`config.mk`:
```
export PLATFORM = sky130hd
export DESIGN_NAME = mem_stage_flat
export DESIGN_NICKNAME = d
export VERILOG_FILES = /design/src/rtl/dlx_pkg.sv /design/src/rtl/mem_stage_if.sv /design/src/rtl/mem_stage.sv /design/src/flat_wrapper.sv
export SDC_FILE = /design/constraint.sdc
export NUM_CORES = 1
export LEC_CHECK = 0
export ABC_AREA = 0
export BUFFER_PORTS_ARGS = -buffer_cell sky130_fd_sc_hd__clkbuf_2
export CAP_MARGIN = 20
export CORE_UTILIZATION = 45
export DETAILED_ROUTE_END_ITERATION = 7
export GPL_TIMING_DRIVEN = 0
export HOLD_SLACK_MARGIN = 0.05
export PLACE_DENSITY = 0.75
export SETUP_SLACK_MARGIN = 0.15
export SLEW_MARGIN = 20
export SYNTH_ARGS = -nofsm -noshare
export SYNTH_HDL_FRONTEND = slang
export SYNTH_SLANG_ARGS = --single-unit
```
`constraint.sdc`:
```
create_clock -name clk -period 2.7 [get_ports clk]
set_input_delay 0.135 -clock clk [delete_from_list [all_inputs] [get_ports clk]]
set_output_delay 0.135 -clock clk [all_outputs]
set_load 0.02 [all_outputs]
```
`src/rtl/dlx_pkg.sv`:
```
// ---------------------------------------------------------------------------
// dlx_pkg -- definitions shared by the DLX pipeline stages.
//   mem_state_e     : memory-stage bus FSM states (IDLE, WAIT)
//   TIMEOUT_DEFAULT : default number of WAIT cycles before a bus abort
//   WCNT_W          : width of the memory-stage wait counter
// ---------------------------------------------------------------------------
package dlx_pkg;

  typedef enum logic [0:0] {
    IDLE = 1'b0,
    WAIT = 1'b1
  } mem_state_e;

  localparam int TIMEOUT_DEFAULT = 16;
  localparam int WCNT_W          = 5;

endpackage : dlx_pkg

```
`src/rtl/mem_stage_if.sv`:
```
// ---------------------------------------------------------------------------
// mem_stage_if -- data-bus connection between the MEM stage and memory.
//   d_addr  [31:0] : byte address            (master -> slave)
//   d_wdata [31:0] : write data              (master -> slave)
//   d_we           : write strobe            (master -> slave)
//   d_req          : access request          (master -> slave)
//   d_ack          : access acknowledge      (slave -> master)
//   d_rdata [31:0] : read data, valid with d_ack (slave -> master)
// ---------------------------------------------------------------------------
interface mem_stage_if;

  logic [31:0] d_addr;
  logic [31:0] d_wdata;
  logic        d_we;
  logic        d_req;
  logic        d_ack;
  logic [31:0] d_rdata;

  modport master (
    output d_addr,
    output d_wdata,
    output d_we,
    output d_req,
    input  d_ack,
    input  d_rdata
  );

  modport slave (
    input  d_addr,
    input  d_wdata,
    input  d_we,
    input  d_req,
    output d_ack,
    output d_rdata
  );

endinterface : mem_stage_if

```
`src/rtl/mem_stage.sv`:
```
// ---------------------------------------------------------------------------
// mem_stage -- DLX memory stage with a request/acknowledge data bus.
// A memory op issues its bus request combinationally; if no acknowledge comes
// in the same cycle the access parks in WAIT with its address/data/we latched
// and the upstream stages are frozen until d_ack or a timeout abort.
//
// Ports
//   clk, reset                : clock, synchronous active-high reset
//   ALU_out_MEM        [31:0] : EX result / byte address of a load or store
//   d_write_enable_MEM        : instruction is a store (wins over a load)
//   d_load_enable_MEM         : instruction is a load
//   Rd_MEM              [4:0] : destination register (0 = no writeback)
//   Rs2_MEM             [4:0] : store-data source register
//   S2_MEM             [31:0] : store-data value read in DE
//   dbus                      : data bus (mem_stage_if.master)
//   stall_MEM                 : freeze request to IF/DE/EX
//   ALU_out_MEM_backward      : forwarding value to EX
//   Rd_MEM_backward     [4:0] : forwarding index to EX (0 for loads)
//   Res_WB/Rd_WB/reg_we_WB    : writeback pipeline register
//   bus_err_WB                : one-cycle pulse after a timeout abort
// ---------------------------------------------------------------------------
module mem_stage
  import dlx_pkg::*;
#(
  parameter int TIMEOUT = TIMEOUT_DEFAULT
) (
  input  logic               clk,
  input  logic               reset,
  input  logic [31:0]        ALU_out_MEM,
  input  logic               d_write_enable_MEM,
  input  logic               d_load_enable_MEM,
  input  logic [4:0]         Rd_MEM,
  input  logic [4:0]         Rs2_MEM,
  input  logic [31:0]        S2_MEM,
  mem_stage_if.master        dbus,
  output logic               stall_MEM,
  output logic [31:0]        ALU_out_MEM_backward,
  output logic [4:0]         Rd_MEM_backward,
  output logic [31:0]        Res_WB,
  output logic [4:0]         Rd_WB,
  output logic               reg_we_WB,
  output logic               bus_err_WB
);

  mem_state_e        r_state;
  logic [WCNT_W-1:0] r_wcnt;
  logic [31:0]       r_addr;
  logic [31:0]       r_wdata;
  logic              r_we;

  logic [31:0]       r_res_wb;
  logic [4:0]        r_rd_wb;
  logic              r_reg_we_wb;
  logic              r_bus_err_wb;

  logic              w_mem_op;
  logic              w_in_wait;
  logic              w_active;
  logic              w_fwd_hit;
  logic [31:0]       w_fwd_data;
  logic              w_timeout;
  logic              w_stall;
  logic              w_op_store;
  logic              w_op_load;

  assign w_mem_op  = d_write_enable_MEM | d_load_enable_MEM;
  assign w_in_wait = (r_state == WAIT);

  // Bus is owned while an access is pending; reset forces everything off,
  // even if the state register still reads WAIT in the reset cycle.
  assign w_active  = ~reset & (w_in_wait | w_mem_op);

  // Store data bypass from the writeback register.
  assign w_fwd_hit  = r_reg_we_wb && (r_rd_wb != 5'd0) && (r_rd_wb == Rs2_MEM);
  assign w_fwd_data = w_fwd_hit ? r_res_wb : S2_MEM;

  assign w_timeout = w_in_wait && !dbus.d_ack &&
                     (r_wcnt == WCNT_W'(TIMEOUT - 1));

  // The abort cycle releases the pipeline even though no ack arrived.
  assign w_stall = w_active & ~dbus.d_ack & ~w_timeout;

  // In WAIT the kind of access comes from the latch: the WB bubbles change
  // the forwarding picture, so the live inputs are not trusted for data/we.
  assign w_op_store = w_in_wait ? r_we : d_write_enable_MEM;
  assign w_op_load  = w_in_wait ? ~r_we
                                : (d_load_enable_MEM & ~d_write_enable_MEM);

  assign dbus.d_req   = w_active;
  assign dbus.d_we    = w_active & w_op_store;
  assign dbus.d_addr  = w_in_wait ? r_addr  : ALU_out_MEM;
  assign dbus.d_wdata = w_in_wait ? r_wdata : w_fwd_data;

  assign stall_MEM            = w_stall;
  assign ALU_out_MEM_backward = ALU_out_MEM;
  // A load's ALU result is an address, never the loaded value.
  assign Rd_MEM_backward      = d_load_enable_MEM ? 5'd0 : Rd_MEM;

  assign Res_WB     = r_res_wb;
  assign Rd_WB      = r_rd_wb;
  assign reg_we_WB  = r_reg_we_wb;
  assign bus_err_WB = r_bus_err_wb;

  // Bus FSM, wait counter and access latches.
  always_ff @(posedge clk) begin
    if (reset) begin
      r_state <= IDLE;
      r_wcnt  <= '0;
      r_addr  <= '0;
      r_wdata <= '0;
      r_we    <= 1'b0;
    end else begin
      case (r_state)
        IDLE: begin
          if (w_mem_op && !dbus.d_ack) begin
            r_state <= WAIT;
            r_wcnt  <= '0;
            r_addr  <= ALU_out_MEM;
            r_wdata <= w_fwd_data;
            r_we    <= d_write_enable_MEM;
          end
        end
        WAIT: begin
          if (dbus.d_ack || w_timeout) begin
            r_state <= IDLE;
          end else begin
            r_wcnt <= r_wcnt + 1'b1;
          end
        end
        default: r_state <= IDLE;
      endcase
    end
  end

  // Writeback register: result on completion, bubble while stalled,
  // zeroed result plus error pulse on a timeout abort.
  always_ff @(posedge clk) begin
    if (reset) begin
      r_res_wb     <= '0;
      r_rd_wb      <= '0;
      r_reg_we_wb  <= 1'b0;
      r_bus_err_wb <= 1'b0;
    end else if (w_timeout) begin
      r_res_wb     <= '0;
      r_rd_wb      <= '0;
      r_reg_we_wb  <= 1'b0;
      r_bus_err_wb <= 1'b1;
    end else if (w_stall) begin
      r_rd_wb      <= '0;
      r_reg_we_wb  <= 1'b0;
      r_bus_err_wb <= 1'b0;
    end else begin
      r_res_wb     <= w_op_load ? dbus.d_rdata : ALU_out_MEM;
      r_rd_wb      <= Rd_MEM;
      r_reg_we_wb  <= ~w_op_store && (Rd_MEM != 5'd0);
      r_bus_err_wb <= 1'b0;
    end
  end

endmodule : mem_stage

```
`src/flat_wrapper.sv`:
```
// flat-port wrapper written by rule: the top's interface ports become plain ports
module mem_stage_flat import dlx_pkg::*;
#(
  parameter int TIMEOUT = TIMEOUT_DEFAULT
)
  (clk, reset, ALU_out_MEM, d_write_enable_MEM, d_load_enable_MEM, Rd_MEM, Rs2_MEM, S2_MEM, stall_MEM, ALU_out_MEM_backward, Rd_MEM_backward, Res_WB, Rd_WB, reg_we_WB, bus_err_WB, dbus_d_addr, dbus_d_wdata, dbus_d_we, dbus_d_req, dbus_d_ack, dbus_d_rdata);
  mem_stage_if dbus_i ();
  input  logic clk;
  input  logic reset;
  input  logic [31:0] ALU_out_MEM;
  input  logic d_write_enable_MEM;
  input  logic d_load_enable_MEM;
  input  logic [4:0] Rd_MEM;
  input  logic [4:0] Rs2_MEM;
  input  logic [31:0] S2_MEM;
  output logic stall_MEM;
  output logic [31:0] ALU_out_MEM_backward;
  output logic [4:0] Rd_MEM_backward;
  output logic [31:0] Res_WB;
  output logic [4:0] Rd_WB;
  output logic reg_we_WB;
  output logic bus_err_WB;
  output wire logic [$bits(dbus_i.d_addr)-1:0] dbus_d_addr;
  output wire logic [$bits(dbus_i.d_wdata)-1:0] dbus_d_wdata;
  output wire logic [$bits(dbus_i.d_we)-1:0] dbus_d_we;
  output wire logic [$bits(dbus_i.d_req)-1:0] dbus_d_req;
  input wire logic [$bits(dbus_i.d_ack)-1:0] dbus_d_ack;
  input wire logic [$bits(dbus_i.d_rdata)-1:0] dbus_d_rdata;
  assign dbus_d_addr = dbus_i.d_addr;
  assign dbus_d_wdata = dbus_i.d_wdata;
  assign dbus_d_we = dbus_i.d_we;
  assign dbus_d_req = dbus_i.d_req;
  assign dbus_i.d_ack = dbus_d_ack;
  assign dbus_i.d_rdata = dbus_d_rdata;
  mem_stage #(.TIMEOUT(TIMEOUT)) u_core (.clk(clk), .reset(reset), .ALU_out_MEM(ALU_out_MEM), .d_write_enable_MEM(d_write_enable_MEM), .d_load_enable_MEM(d_load_enable_MEM), .Rd_MEM(Rd_MEM), .Rs2_MEM(Rs2_MEM), .S2_MEM(S2_MEM), .dbus(dbus_i), .stall_MEM(stall_MEM), .ALU_out_MEM_backward(ALU_out_MEM_backward), .Rd_MEM_backward(Rd_MEM_backward), .Res_WB(Res_WB), .Rd_WB(Rd_WB), .reg_we_WB(reg_we_WB), .bus_err_WB(bus_err_WB));
endmodule
```
==> flow_summary_export.csv <==
group,metric,value,unit
run_status,outcome,"finished, final reports clean",
die,core,13900,um^2
worst_setup_path,critPathMaxStageDelay,0.33,ns
finish,antenna_cells,0,
placed_design,dpl_cell_area,7960,um^2
flow_run,drv_cap,0,
worst_setup_path,end_kind,"primary output",
pwr,p_seq_frac,0.415,
placed_design,dp_hpwl,17200,um
hold_path,whs_endpoint,"u_core.r_addr[24]",
die,die_y,122,um
detailed_routing,wl_per_cell,18.1,um
global_route,grt_start_max_net_pins,17,
synth,synthFlopType,"dfxtp_1",
die,rows,43,
die,io_pins,254,
hold_path,holdPathStages,3,
pwr,leakage,4.04,nW
synth,synth_top_area_cell,"dfxtp_1",
timing,tightestPinTransition,0.721,ns
timing,max_slew_margin,0.517,
pwr,p_per_area,507,nW/um^2
finish,instances_no_fill,1335,
pwr,internal_power,2.93,mW
detailed_routing,first_pass_iters,5,
synth,synthTopCellsByArea,"dfxtp_1 34%, nand2_1 9.5%, mux2_2 5.6%",
timing,fin_crit,2.46,ns
global_route,first_global_vias,7146,
cts,clk_latency,0.36,ns
placed_design,io_buffers,253,
die,start_util,0.464,
worst_setup_path,crit_start,"u_core.r_wcnt[0]",
pwr,p_switching,1.51,mW
detailed_routing,post-route-drc-count,0,
worst_setup_path,cp_top_family,"buffers and inverters",
global_route,grt_antenna_before_repair,0,
global_route,overflow,0,
hold_path,hp-start,"ALU_out_MEM[24]",
cts,cts-root-buf,"clkbuf_16",
cts,tritoncts,"done",
timing,fin_crit_sh,0.911,
worst_setup_path,timing.rr.end,"u_core.Res_WB[11]",
worst_setup_path,r2r_start,"u_core.r_wcnt[0]",
die,die_w,122,um
worst_setup_path,required,2.57,ns
worst_setup_path,critPathSlowestCell,"dfxtp_1",
detailed_routing,postRouteAntennaNets,0,
pwr,comb_power_share,0.284,
die,die_area,14900,um^2
synth,synth_area,6470,um^2
synth,avgSynthCellArea,7.73,um^2
hold_path,hp-class,"in -> reg",
detailed_routing,via_count,7552,
pwr,power,4.44,mW
cts,clk_pin_slew,0.07,ns
synth,ys_async_sr_fraction,0,
synth,synth-seq-area-share,0.340,
worst_setup_path,start_kind,"register",
cts,cts_buffers,9,
synth,yosys_warnings,0,
timing,final_max_slew_viol_count,0,
worst_setup_path,path_class,"reg -> out",
cts,h-tree-depth,3,
synth,synth.distinct_cells,42,
timing,rsz0062_at_grt,"yes",
timing,setup_tns,0,ns
timing,clock_skew,0.0113,ns
finish,final_nets,1263,
worst_setup_path,rr_worst_depth,7,
finish,fillers,1223,
finish,drive_above_1_share,0.340,
finish,seq_area,2200,um^2
worst_setup_path,worst_ep_arrival_time,2.32,ns
cts,cts.path.max_buffers,2,
worst_setup_path,path_max_fanout,10,
pwr,peakVddDrop,0.324,mV
detailed_routing,vias_per_cell,5.66,
finish,multiInputGateArea,3470,um^2
synth,syn_nets,950,
worst_setup_path,rrSetupSlack,0.35,ns
synth,netlist.area_leader.share,0.340,
pwr,swShare,0.340,
finish,final_area,8760,um^2
finish,area_growth,35.3,%
synth,synth-edff-count,0,
placed_design,gp_congestion,0.846,
worst_setup_path,cp_common_cell,"ha_1",
timing,report.final.setup_viol,0,
timing,hold_viol,0,
global_route,grt_first_pass_wirelength,37600,um
timing,layout_setup_ws,0.240,ns
placed_design,pre_cts_ws,0.419,ns
worst_setup_path,cp.buffers_inverters,4,
cts,cts_sinks,110,
timing,clock.fmax,407,MHz
detailed_routing,routed_wl,24100,um
detailed_routing,drtIter0Drc,589,
global_route,track_usage,0.327,
cts,cts_setup_buffers,0,
synth,ys_ff_latch,110,
placed_design,dp.cells,1270,
pwr,pwr-share-clk,0.301,
worst_setup_path,worstPathCellList,"ha_1 -> and3_1 -> ha_1 -> a21oi_2 -> nand3b_4 -> buf_6 -> buf_2 -> inv_1 -> clkbuf_2",
synth,synthCells,837,
worst register-to-register path, stage by stage (launching register included):
cell and delay (ns):
dfxtp_1 0.33, ha_1 0.21, and3_1 0.19, ha_1 0.24
a31oi_1 0.59, clkbuf_1 0.35, o21ai_0 0.17, a31oi_1 0.19
worst max-delay path by stage:
stage	end	slack, ns	depth (start not counted)
after floorplan	dbus_d_wdata[23]	0.85	6
after global placement	u_core.Res_WB[12]	0.45	7
after detailed placement	u_core.Res_WB[17]	0.42	7
after CTS	dbus_d_wdata[10]	0.18	7
after global routing	stall_MEM	0.12	9
final	stall_MEM	0.24	9
flip-flops by register name, indices dropped and copies added (netlist names):
register           count
u_core.Rd_WB           5
u_core.Res_WB         32
u_core.bus_err_WB      1
u_core.r_addr         32
u_core.r_state         1
u_core.r_wcnt          5
u_core.r_wdata        32
u_core.r_we            1
u_core.reg_we_WB       1
routing by layer:
layer  share of wire  routed length (um)  track usage
met1            0.42               10100        0.429
met4           0.033                 803        0.156
met3           0.078                1890       0.0557
met5               0                   0            0
met2            0.47               11300        0.520
layout by cell type, fill, tap and decap left out, drive strengths merged:
| cell type | Yosys | layout |
|---|---|---|
| and2 | 6 | 6 |
| a211oi | 32 | 32 |
| o21bai | 32 | 32 |
| xor2 | 5 | 5 |
| o311a | 1 | 1 |
| and3 | 3 | 3 |
| o21a | 1 | 1 |
| nor2 | 39 | 39 |
| ha | 2 | 2 |
| clkinv | 0 | 2 |
| nor4 | 1 | 1 |
| a21oi | 34 | 34 |
| nand3 | 2 | 2 |
| nand3b | 1 | 1 |
| clkinvlp | 0 | 1 |
| nand2 | 163 | 163 |
| xnor2 | 1 | 1 |
| inv | 38 | 38 |
| nor3b | 1 | 1 |
| a31oi | 33 | 33 |
| or3 | 2 | 2 |
| a311oi | 32 | 32 |
| nor3 | 3 | 3 |
| mux2 | 32 | 32 |
| o21ai | 34 | 34 |
| nor2b | 38 | 38 |
| or2 | 1 | 1 |
| a22oi | 4 | 4 |
| nor4bb | 1 | 1 |
| nand4 | 32 | 32 |
| mux2i | 2 | 2 |
| clkbuf | 34 | 302 |
| dfxtp | 110 | 110 |
| o311ai | 32 | 32 |
| a22o | 1 | 1 |
| dlygate4sd3 | 0 | 49 |
| buf | 84 | 82 |
cell type report:
type,count,area share
Sequential cell,110,0.251
Tap cell,180,0.0257
Timing Repair Buffer,302,0.201
Inverter,38,0.0163
Buffer,118,0.0774
Clock buffer,13,0.0309
Clock inverter,3,0.00200
Multi-Input combinational cell,571,0.396
per-stage QoR:
step / utilization / hold slack (ns)
after floorplan: - / 0.211
after global placement: 0.572 / 0.358
after detailed placement: 0.572 / 0.367
after CTS: 0.628 / 0.0503
after global routing: 0.629 / 0.0528
final: 0.629 / 0.0552
synthesized netlist by cell type, drive strengths merged (2+ instances only):
cell	n
clkbuf	34
and2	6
mux2	32
xor2	5
nor2b	38
nand2	163
a211oi	32
buf	84
mux2i	2
o21ai	34
a31oi	33
nand3	2
o21bai	32
o311ai	32
nand4	32
nor2	39
ha	2
nor3	3
inv	38
and3	3
a21oi	34
dfxtp	110
or3	2
a22oi	4
a311oi	32
logic make-up after synthesis:
| family | after synthesis | synth area share |
|---|---|---|
| compound gates | 236 | 0.256 |
| xor+xnor | 6 | 0.00812 |
| fa+ha+maj | 2 | 0.00387 |
| buf+inv | 156 | 0.125 |
| flops | 110 | 0.340 |
| mux | 34 | 0.0588 |
| simple gates | 293 | 0.208 |
power by group through the flow:
stage / logic [mW] / clock network, mW / registers (mW)
after detailed placement: 1.18 / 0 / 1.87
after CTS: 1.24 / 1.33 / 1.84
after global placement: 1.17 / 0 / 1.87
after global routing: 1.36 / 1.42 / 1.86
after floorplan: 0.700 / 0 / 1.90
final: 1.26 / 1.34 / 1.84
repair_timing:
item                                   CTS  global route
resized for setup                        3            11
setup endpoints to repair               16            34
endpoints found under the hold margin   50             0
hold buffers                            49             0
No activity file was read; power rests on OpenSTA's default activity.
